[src/rtl/cpu_pkg.sv]
// ---------------------------------------------------------------------------
// cpu_pkg: definitions shared by the execute/writeback datapath and the
// branch unit.
//   - Default datapath widths (DATA_W_DEF, REG_AW_DEF)
//   - Condition-code encodings COND_AL..COND_NV
//   - ALU opcode encodings
//   - wb_entry_t: writeback entry {we, rd, data} at the default widths
// ---------------------------------------------------------------------------
package cpu_pkg;

    localparam int DATA_W_DEF = 32;
    localparam int REG_AW_DEF = 4;

    // Condition codes evaluated against the architectural Z/N flags
    localparam logic [2:0] COND_AL = 3'd0;  // always
    localparam logic [2:0] COND_EQ = 3'd1;  // Z
    localparam logic [2:0] COND_NE = 3'd2;  // !Z
    localparam logic [2:0] COND_MI = 3'd3;  // N
    localparam logic [2:0] COND_PL = 3'd4;  // !N
    localparam logic [2:0] COND_GT = 3'd5;  // !Z & !N
    localparam logic [2:0] COND_LE = 3'd6;  // Z | N
    localparam logic [2:0] COND_NV = 3'd7;  // never

    // ALU opcodes
    localparam logic [3:0] ALU_ADD = 4'd0;
    localparam logic [3:0] ALU_SUB = 4'd1;
    localparam logic [3:0] ALU_AND = 4'd2;
    localparam logic [3:0] ALU_OR  = 4'd3;
    localparam logic [3:0] ALU_XOR = 4'd4;
    localparam logic [3:0] ALU_SHL = 4'd5;
    localparam logic [3:0] ALU_SHR = 4'd6;
    localparam logic [3:0] ALU_MOV = 4'd7;

    typedef struct packed {
        logic                  we;
        logic [REG_AW_DEF-1:0] rd;
        logic [DATA_W_DEF-1:0] data;
    } wb_entry_t;

endpackage

[src/rtl/cond_check.sv]
// ---------------------------------------------------------------------------
// cond_check: purely combinational condition-code evaluator.
//   cond [2:0] in  : condition code (COND_*)
//   z          in  : zero flag
//   n          in  : negative flag
//   pass       out : 1 when the condition holds for the given flags
// Shared by the writeback stage and the branch unit.
// ---------------------------------------------------------------------------
module cond_check
    import cpu_pkg::*;
(
    input  logic [2:0] cond,
    input  logic       z,
    input  logic       n,
    output logic       pass
);

    always_comb begin
        pass = 1'b0;
        case (cond)
            COND_AL: pass = 1'b1;
            COND_EQ: pass = z;
            COND_NE: pass = ~z;
            COND_MI: pass = n;
            COND_PL: pass = ~n;
            COND_GT: pass = ~z & ~n;
            COND_LE: pass = z | n;
            COND_NV: pass = 1'b0;
            default: pass = 1'b0;
        endcase
    end

endmodule

[src/rtl/alu_writeback_stage.sv]
// ---------------------------------------------------------------------------
// alu_writeback_stage: execute-to-writeback stage behind the ALU.
//   Captures the ALU result with a valid/ready handshake into a 2-entry skid
//   buffer (head output register + one skid register), owns the architectural
//   Z/N flags and gates the register-file write enable with the instruction
//   condition code.
// Ports:
//   clk, rst_n                      clock / async active-low reset
//   in_valid, in_ready              upstream handshake (in_ready registered)
//   in_result, in_z, in_n, in_set   ALU result, raw flags, flag-update request
//   in_cond, in_we, in_rd           condition code, write request, dest index
//   wb_valid, wb_ready              register-file handshake
//   wb_we, wb_rd, wb_data           gated write enable, dest index, data
//   flag_z, flag_n                  architectural flags
// ---------------------------------------------------------------------------
module alu_writeback_stage
    import cpu_pkg::*;
#(
    parameter int DATA_W = DATA_W_DEF,
    parameter int REG_AW = REG_AW_DEF
) (
    input  logic              clk,
    input  logic              rst_n,
    input  logic              in_valid,
    output logic              in_ready,
    input  logic [DATA_W-1:0] in_result,
    input  logic              in_z,
    input  logic              in_n,
    input  logic              in_set,
    input  logic [2:0]        in_cond,
    input  logic              in_we,
    input  logic [REG_AW-1:0] in_rd,
    output logic              wb_valid,
    input  logic              wb_ready,
    output logic              wb_we,
    output logic [REG_AW-1:0] wb_rd,
    output logic [DATA_W-1:0] wb_data,
    output logic              flag_z,
    output logic              flag_n
);

    // Entry layout follows wb_entry_t but at this instance's widths.
    typedef struct packed {
        logic              we;
        logic [REG_AW-1:0] rd;
        logic [DATA_W-1:0] data;
    } entry_t;

    entry_t     head_reg, head_next;
    entry_t     skid_reg, skid_next;
    entry_t     new_entry;
    logic [1:0] occ_reg, occ_next;
    logic       flag_z_reg, flag_z_next;
    logic       flag_n_reg, flag_n_next;
    logic       in_ready_reg, in_ready_next;

    logic       accept;
    logic       drain;
    logic       cond_pass;

    // Condition is judged against the flags as they stood before this edge,
    // so back-to-back instructions see a flag update one cycle later.
    cond_check u_cond_check (
        .cond (in_cond),
        .z    (flag_z_reg),
        .n    (flag_n_reg),
        .pass (cond_pass)
    );

    assign accept = in_valid & in_ready_reg;
    assign drain  = (occ_reg != 2'd0) & wb_ready;

    // Failed-condition instructions still travel through the buffer so the
    // handshake stays one-for-one; only their write enable is suppressed.
    always_comb begin
        new_entry      = '0;
        new_entry.we   = in_we & cond_pass;
        new_entry.rd   = in_rd;
        new_entry.data = in_result;
    end

    always_comb begin
        occ_next    = occ_reg;
        head_next   = head_reg;
        skid_next   = skid_reg;
        flag_z_next = flag_z_reg;
        flag_n_next = flag_n_reg;

        case ({accept, drain})
            2'b10: begin
                occ_next = occ_reg + 2'd1;
                if (occ_reg == 2'd0) begin
                    head_next = new_entry;
                end else begin
                    skid_next = new_entry;
                end
            end
            2'b01: begin
                occ_next = occ_reg - 2'd1;
                // With one entry the head simply empties and keeps its
                // contents visible on wb_rd/wb_data.
                if (occ_reg == 2'd2) begin
                    head_next = skid_reg;
                end
            end
            2'b11: begin
                // Only reachable at occupancy 1: head drains and refills.
                head_next = new_entry;
            end
            default: begin
            end
        endcase

        if (accept && in_set && cond_pass) begin
            flag_z_next = in_z;
            flag_n_next = in_n;
        end

        in_ready_next = (occ_next != 2'd2);
    end

    always_ff @(posedge clk or negedge rst_n) begin
        if (!rst_n) begin
            head_reg     <= '0;
            skid_reg     <= '0;
            occ_reg      <= 2'd0;
            flag_z_reg   <= 1'b0;
            flag_n_reg   <= 1'b0;
            in_ready_reg <= 1'b0;
        end else begin
            head_reg     <= head_next;
            skid_reg     <= skid_next;
            occ_reg      <= occ_next;
            flag_z_reg   <= flag_z_next;
            flag_n_reg   <= flag_n_next;
            in_ready_reg <= in_ready_next;
        end
    end

    assign in_ready = in_ready_reg;
    assign wb_valid = (occ_reg != 2'd0);
    assign wb_we    = head_reg.we & wb_valid;
    assign wb_rd    = head_reg.rd;
    assign wb_data  = head_reg.data;
    assign flag_z   = flag_z_reg;
    assign flag_n   = flag_n_reg;

endmodule

[config.mk]
export PLATFORM = sky130hd
export DESIGN_NAME = alu_writeback_stage
export DESIGN_NICKNAME = d
export VERILOG_FILES = /design/src/rtl/cpu_pkg.sv /design/src/rtl/cond_check.sv /design/src/rtl/alu_writeback_stage.sv
export SDC_FILE = /design/constraint.sdc
export NUM_CORES = 1
export LEC_CHECK = 0
export ABC_AREA = 0
export CAP_MARGIN = 10
export CORE_ASPECT_RATIO = 0.6
export CORE_MARGIN = 2
export CORE_UTILIZATION = 45
export CTS_CLUSTER_DIAMETER = 100
export DETAILED_ROUTE_END_ITERATION = 8
export GPL_ROUTABILITY_DRIVEN = 0
export PLACE_DENSITY = 0.83
export SETUP_SLACK_MARGIN = 0.1
export SLEW_MARGIN = 10
export SYNTH_ARGS = -nofsm -noshare
export SYNTH_HDL_FRONTEND = slang
export SYNTH_SLANG_ARGS = --single-unit
[constraint.sdc]
create_clock -name clk -period 2.1 [get_ports clk]
set_input_delay 0.315 -clock clk [delete_from_list [all_inputs] [get_ports clk]]
set_output_delay 0.315 -clock clk [all_outputs]
set_load 0.01 [all_outputs]
==> flow_summary.json, run 1 <==
{
  "critPathLaunchType": "flop",
  "fp.dieW_um": 121,
  "switching_share_pct": 32.0,
  "report.final.slew_viol_count": 0,
  "p_per_area_nw_per_um2": 1570,
  "rsz0062_at_grt": "false",
  "setup_violations": 0,
  "status": "finished, final reports clean",
  "period_minus_slack_ns": 1.92,
  "synthTopCellsByArea": "dfrtp_1 54%, mux2_2 11%, mux2i_1 9.8%",
  "multi_input_area_um2": 1390,
  "synth.distinct_cells": 30,
  "grt_max_degree": 44,
  "synth_top_area_share_pct": 53.8,
  "start_util_pct": 46.6,
  "arrival_ns": 2.12,
  "largest_register_ffs": 37,
  "path_class": "flop to flop",
  "dpl-instance-area_um2": 4520,
  "drc": 0,
  "first_global_vias": 2498,
  "fp-row-count": 25,
  "power_leakage_nw": 2.15,
  "cts_tree": "done",
  "synth_area_um2": 3670,
  "power_frac_seq_pct": 34.8,
  "regArea_um2": 1980,
  "grt_overflow": 0,
  "coreArea_um2": 7880,
  "ioPinCount": 88,
  "syn_nets": 363,
  "maxCapViolCount": 0,
  "fillCellCount": 641,
  "fmaxAchievable_ghz": 0.522,
  "dieHeight_um": 74,
  "synth_edf_count": 0,
  "yosys.area.top_type": "dfrtp_1",
  "hold_start": "wb_data[13]",
  "drt-pass1-iter-count": 4,
  "required_ns": 2.30,
  "ant_nets": 0,
  "drive_above_1_share_pct": 21.1,
  "final_common_cell": "clkdlybuf4s50_1",
  "dp_hpwl_um": 5210,
  "worstSetupEndpointType": "flop",
  "dieArea_um2": 8930,
  "cts_buffers": 9,
  "fin_worst_skew_ns": 0.00543,
  "worst_pin_slew_ns": 0.506,
  "area_growth_pct": 36.0,
  "grt_pass1_wl_um": 12200,
  "clk_pin_slew_ns": 0.06,
  "viasPerCell": 4.95,
  "p_switching_w": 0.00251,
  "cts_sinks": 79,
  "synthArstFlopShare_pct": 100,
  "hold_violations": 0,
  "syn_inst": 313,
  "clock_latency_ns": 0.33,
  "cp-startpoint": "occ_reg[0]",
  "synth-warning-count": 0,
  "p_clk_share_pct": 21.3,
  "antenna_found_initial": 0,
  "fin_crit_sh_pct": 91.2,
  "intPower_w": 0.00534,
  "cp_max_fo": 16,
  "final_cell_mix": "85 x clkdlybuf4s50_1, 79 x dfrtp_1, 39 x nand2_1",
  "hold_class": "flop to flop",
  "synthFlopType": "dfrtp_1",
  "clockRootBuffer": "clkbuf_16",
  "syn_avg_cell_area_um2": 11.7,
  "drt_iter0_drc": 141,
  "seq_area_frac_synth_pct": 53.8,
  "final_nets": 429,
  "relSlewSlack_pct": 66.3,
  "io_buffers": 87,
  "drt-total-wl_um": 8090,
  "num_vias": 2436,
  "antenna_cells": 0,
  "ys_seq_elements": 79,
  "cts.path.max_buffers": 2,
  "wl_per_cell_um": 16.4,
  "fin_area_um2": 5000,
  "grt_use_total_pct": 17.8,
  "vdd_drop_max_v": 0.000683,
  "htree_levels": 3,
  "power_w": 0.00785,
  "p_comb_share_pct": 43.8,
  "r2r-start": "occ_reg[0]",
  "rrSetupSlack_ns": 0.18
}
## path summary, 6_finish.rpt
| path | end | cells after the start |
|---|---|---|
| min in group asynchronous | skid_reg[23] | 2 |
| max in group asynchronous | wb_data[8] | 3 |
| min | wb_data[13] | 2 |
| min reg2reg | wb_data[13] | 2 |
| max | wb_data[7] | 10 |
| max reg2reg | wb_data[7] | 10 |
## cells by family (layout without fill, tap and decap cells)
family	after synthesis	after routing	share of synthesized area, %
AO/OA/AOI/OAI	43	44	6.27
XOR/XNOR	3	3	0.715
adder cells (fa/ha/maj)	3	3	1.02
buffers and inverters	57	127	9.87
flip-flops	79	79	53.8
multiplexers	74	74	21.5
AND/OR/NAND/NOR	54	54	6.88
## repair_timing
item / in CTS / in global routing
hold buffers: 1 / 0
cloned: 0 / 5
buffers inserted: 1 / 1
gates resized for setup: 0 / 14
endpoints found under the setup margin: 2 / 36
endpoints found under the hold margin: 36 / 0
pin swaps: 1 / 2
## final cells by class
class | instances | share of cell area, %
multi-input combinational | 178 | 27.8
sequential | 79 | 39.6
clock inverter | 5 | 1.63
clock buffer | 11 | 4.86
tap | 108 | 2.70
inverter | 4 | 0.300
timing repair buffer | 107 | 23.1
## Yosys cell counts, types with 2 or more instances
cell type and count:
mux2_2 36, clkbuf_1 6, ha_1 3, nor4b_1 2, inv_1 4, mux2i_1 36, dfrtp_1 79, nand3_1 2
buf_2 11, o21ai_0 37, xor2_1 2, buf_4 36, nand2_1 40, nand2b_1 2, mux2_1 2
## worst max-delay path, cell delays in order, from the launching register on
cell and delay, ns:
dfrtp_1 0.37, or2_2 0.33, nand2_2 0.10, inv_1 0.05, ha_2 0.22, nor2_4 0.16
a21oi_4 0.08, buf_12 0.16, clkbuf_16 0.17, nand2_1 0.06, o21ai_0 0.08
## power by group through the flow
| stage | combinational [W] | clock (W) | sequential [W] |
|---|---|---|---|
| 2_1_floorplan | 0.00212 | 0 | 0.00263 |
| 3_3_place_gp | 0.00293 | 0 | 0.00270 |
| 3_5_place_dp | 0.00304 | 0 | 0.00275 |
| 4_1_cts | 0.00309 | 0.00170 | 0.00273 |
| 5_1_grt | 0.00374 | 0.00177 | 0.00283 |
| 6_report | 0.00344 | 0.00167 | 0.00274 |
## metal layers
metal | track usage [%] | vias up | share of wire (%)
li1 | - | 1167 | -
met1 | 24.3 | 1189 | 49
met2 | 28.8 | 72 | 45
met3 | 4.75 | 8 | 5.1
met4 | 4.78 | 0 | 0.79
met5 | 0 | - | 0
## stage by stage
stage                     instances  setup TNS, ns  worst slack, ns  utilization (%)  hold slack (ns)
final                           492              0            0.185             63.4            0.478
after global routing            492              0           0.0630             63.4            0.510
after CTS                       486              0            0.115             61.6            0.484
after detailed placement        468          -1.74           -0.104             57.3            0.321
after global placement          468              0           0.0230             57.3            0.308
after floorplan                 313              0           0.0937                -           0.0194
Power figures use the tool's default switching activity.
==> run 2: changes to the inputs <==
- MAX_ROUTING_LAYER: default -> met4
==> run 2 against run 1 <==
  * Register-to-register slack about the same
  * Core utilization unchanged
  * Total power increased by 0.10%
  * Die area unchanged
  * Final cell count unchanged
  * Worst hold slack about the same
  * Count of clock-buffer cells in the layout unchanged
  * Global-route usage increased by 0.65 points
  * Sequential cell count unchanged
  * Critical endpoint unchanged
  * Via count decreased by 0.45%
  * Sequential share of layout area unchanged
  * Largest cell class unchanged
  * Cell area unchanged
  * Highest routed layer unchanged
==> flow_summary.json, run 2 (synthesized netlist as in run 1, its figures left out) <==
{
  "wirelength_met1_um": 3970,
  "grt_pass1_wl_um": 12300,
  "antenna_cells": 0,
  "rrSetupSlack_ns": 0.18,
  "final_common_cell": "clkdlybuf4s50_1",
  "grt_max_degree": 44,
  "dp_hpwl_um": 5210,
  "p_per_area_nw_per_um2": 1570,
  "arrival_ns": 2.12,
  "r2r-start": "occ_reg[0]",
  "cts.path.max_buffers": 2,
  "drc": 0,
  "drt-total-wl_um": 8090,
  "drt_iter0_drc": 150,
  "final_nets": 429,
  "area_growth_pct": 36.0,
  "fin_worst_skew_ns": 0.00544,
  "clock_latency_ns": 0.33,
  "wl_per_cell_um": 16.4,
  "min_to": "wb_data[13]",
  "fp-row-count": 25,
  "maxCapViolCount": 0,
  "final.setup.tns_ns": 0,
  "worst_pin_slew_ns": 0.505,
  "dieHeight_um": 74,
  "viasPerCell": 4.93,
  "dp_cells": 468,
  "fin_cells": 492,
  "fillCellCount": 641,
  "coreArea_um2": 7880,
  "first_global_vias": 2494,
  "min_path_cells": 2,
  "status": "finished, final reports clean",
  "rsz0062_at_grt": "false",
  "required_ns": 2.30,
  "r2r_cells": 10,
  "setup_violations": 0,
  "num_vias": 2425,
  "highest_layer": "met4",
  "largest_register_ffs": 37,
  "met3_length_um": 391,
  "start_util_pct": 46.6,
  "wl_met2_um": 3680,
  "htree_levels": 3,
  "hold_start": "wb_data[13]",
  "antenna_found_initial": 0,
  "ioPinCount": 88,
  "report.final.slew_viol_count": 0,
  "power_leakage_nw": 2.15,
  "critPathLaunchType": "flop",
  "drive_above_1_share_pct": 21.1,
  "relSlewSlack_pct": 66.3,
  "vdd_drop_max_v": 0.000683,
  "hold_violations": 0,
  "r2r_end": "wb_data[7]",
  "path_class": "flop to flop",
  "power_w": 0.00786,
  "clk_pin_slew_ns": 0.06,
  "grt_overflow": 0,
  "period_minus_slack_ns": 1.92,
  "drt-pass1-iter-count": 4,
  "cts_tree": "done",
  "cts_buffers": 9,
  "clockRootBuffer": "clkbuf_16",
  "worstSetupEndpointType": "flop",
  "io_buffers": 87,
  "fp.dieW_um": 121,
  "cp_max_fo": 16,
  "hold_class": "flop to flop",
  "dieArea_um2": 8930,
  "fin_crit_sh_pct": 91.4,
  "fmaxAchievable_ghz": 0.521,
  "ant_nets": 0,
  "grt_use_total_pct": 18.5,
  "cts_sinks": 79,
  "final_cell_mix": "85 x clkdlybuf4s50_1, 79 x dfrtp_1, 39 x nand2_1"
}
## run 2: how the worst max path moves through the flow
stage	start	to	slack (ns)	depth (start not counted)
after floorplan	occ_reg[0]	wb_data[11]	0.09	11
after global placement	in_valid	wb_data[28]	0.02	10
after detailed placement	in_valid	head_reg[36]	-0.10	8
after CTS	occ_reg[1]	wb_data[10]	0.11	9
after global routing	occ_reg[0]	wb_data[25]	0.06	9
final	occ_reg[0]	wb_data[7]	0.18	10
## run 2: area by class of cell
type / count / area (um2) / share of cell area, %
clock buffer: 11 / 243 / 4.86
clock inverter: 5 / 81.3 / 1.63
inverter: 4 / 15.0 / 0.300
multi-input combinational: 178 / 1390 / 27.8
sequential: 79 / 1980 / 39.6
tap: 108 / 135 / 2.70
timing repair buffer: 107 / 1150 / 23.1
## run 2: routing by layer
layer / global-route usage, % / vias to the layer above
met5: - / -
met4: 4.39 / 0
met3: 5.06 / 8
met2: 28.8 / 72
met1: 24.4 / 1178
li1: - / 1167
## run 2: what timing repair did
item                                   in CTS  in global routing
pin swaps                                   1                  2
resized for setup                           0                 14
endpoints found under the hold margin      36                  0
buffers inserted                            1                  1
setup endpoints to repair                   2                 36
gates cloned                                0                  5
hold buffers                                1                  0
## run 2: through the flow
step                util [%]  cell area, um2  hold slack (ns)  worst slack, ns
detailed placement      57.3            4520            0.321           -0.104
global placement        57.3            4520            0.308           0.0230
floorplan                  -            3680           0.0194           0.0937
CTS                     61.6            4860            0.484            0.115
finish                  63.4            5000            0.478            0.180
global route            63.4            5000            0.510           0.0630
## run 2: report_power, final
group	total (W)	internal [W]	switching [W]
Clock	0.00168	0.00107	0.000603
Sequential	0.00274	0.00230	0.000436
Combinational	0.00345	0.00196	0.00148
Total	0.00786	0.00534	0.00252
## run 2: critical path, stage by stage, from the launching register on
cell and delay (ns):
dfrtp_1 0.37, or2_2 0.33, nand2_2 0.10, inv_1 0.05, ha_2 0.22, nor2_4 0.16, a21oi_4 0.08, buf_12 0.16
clkbuf_16 0.17, nand2_1 0.06, o21ai_0 0.08
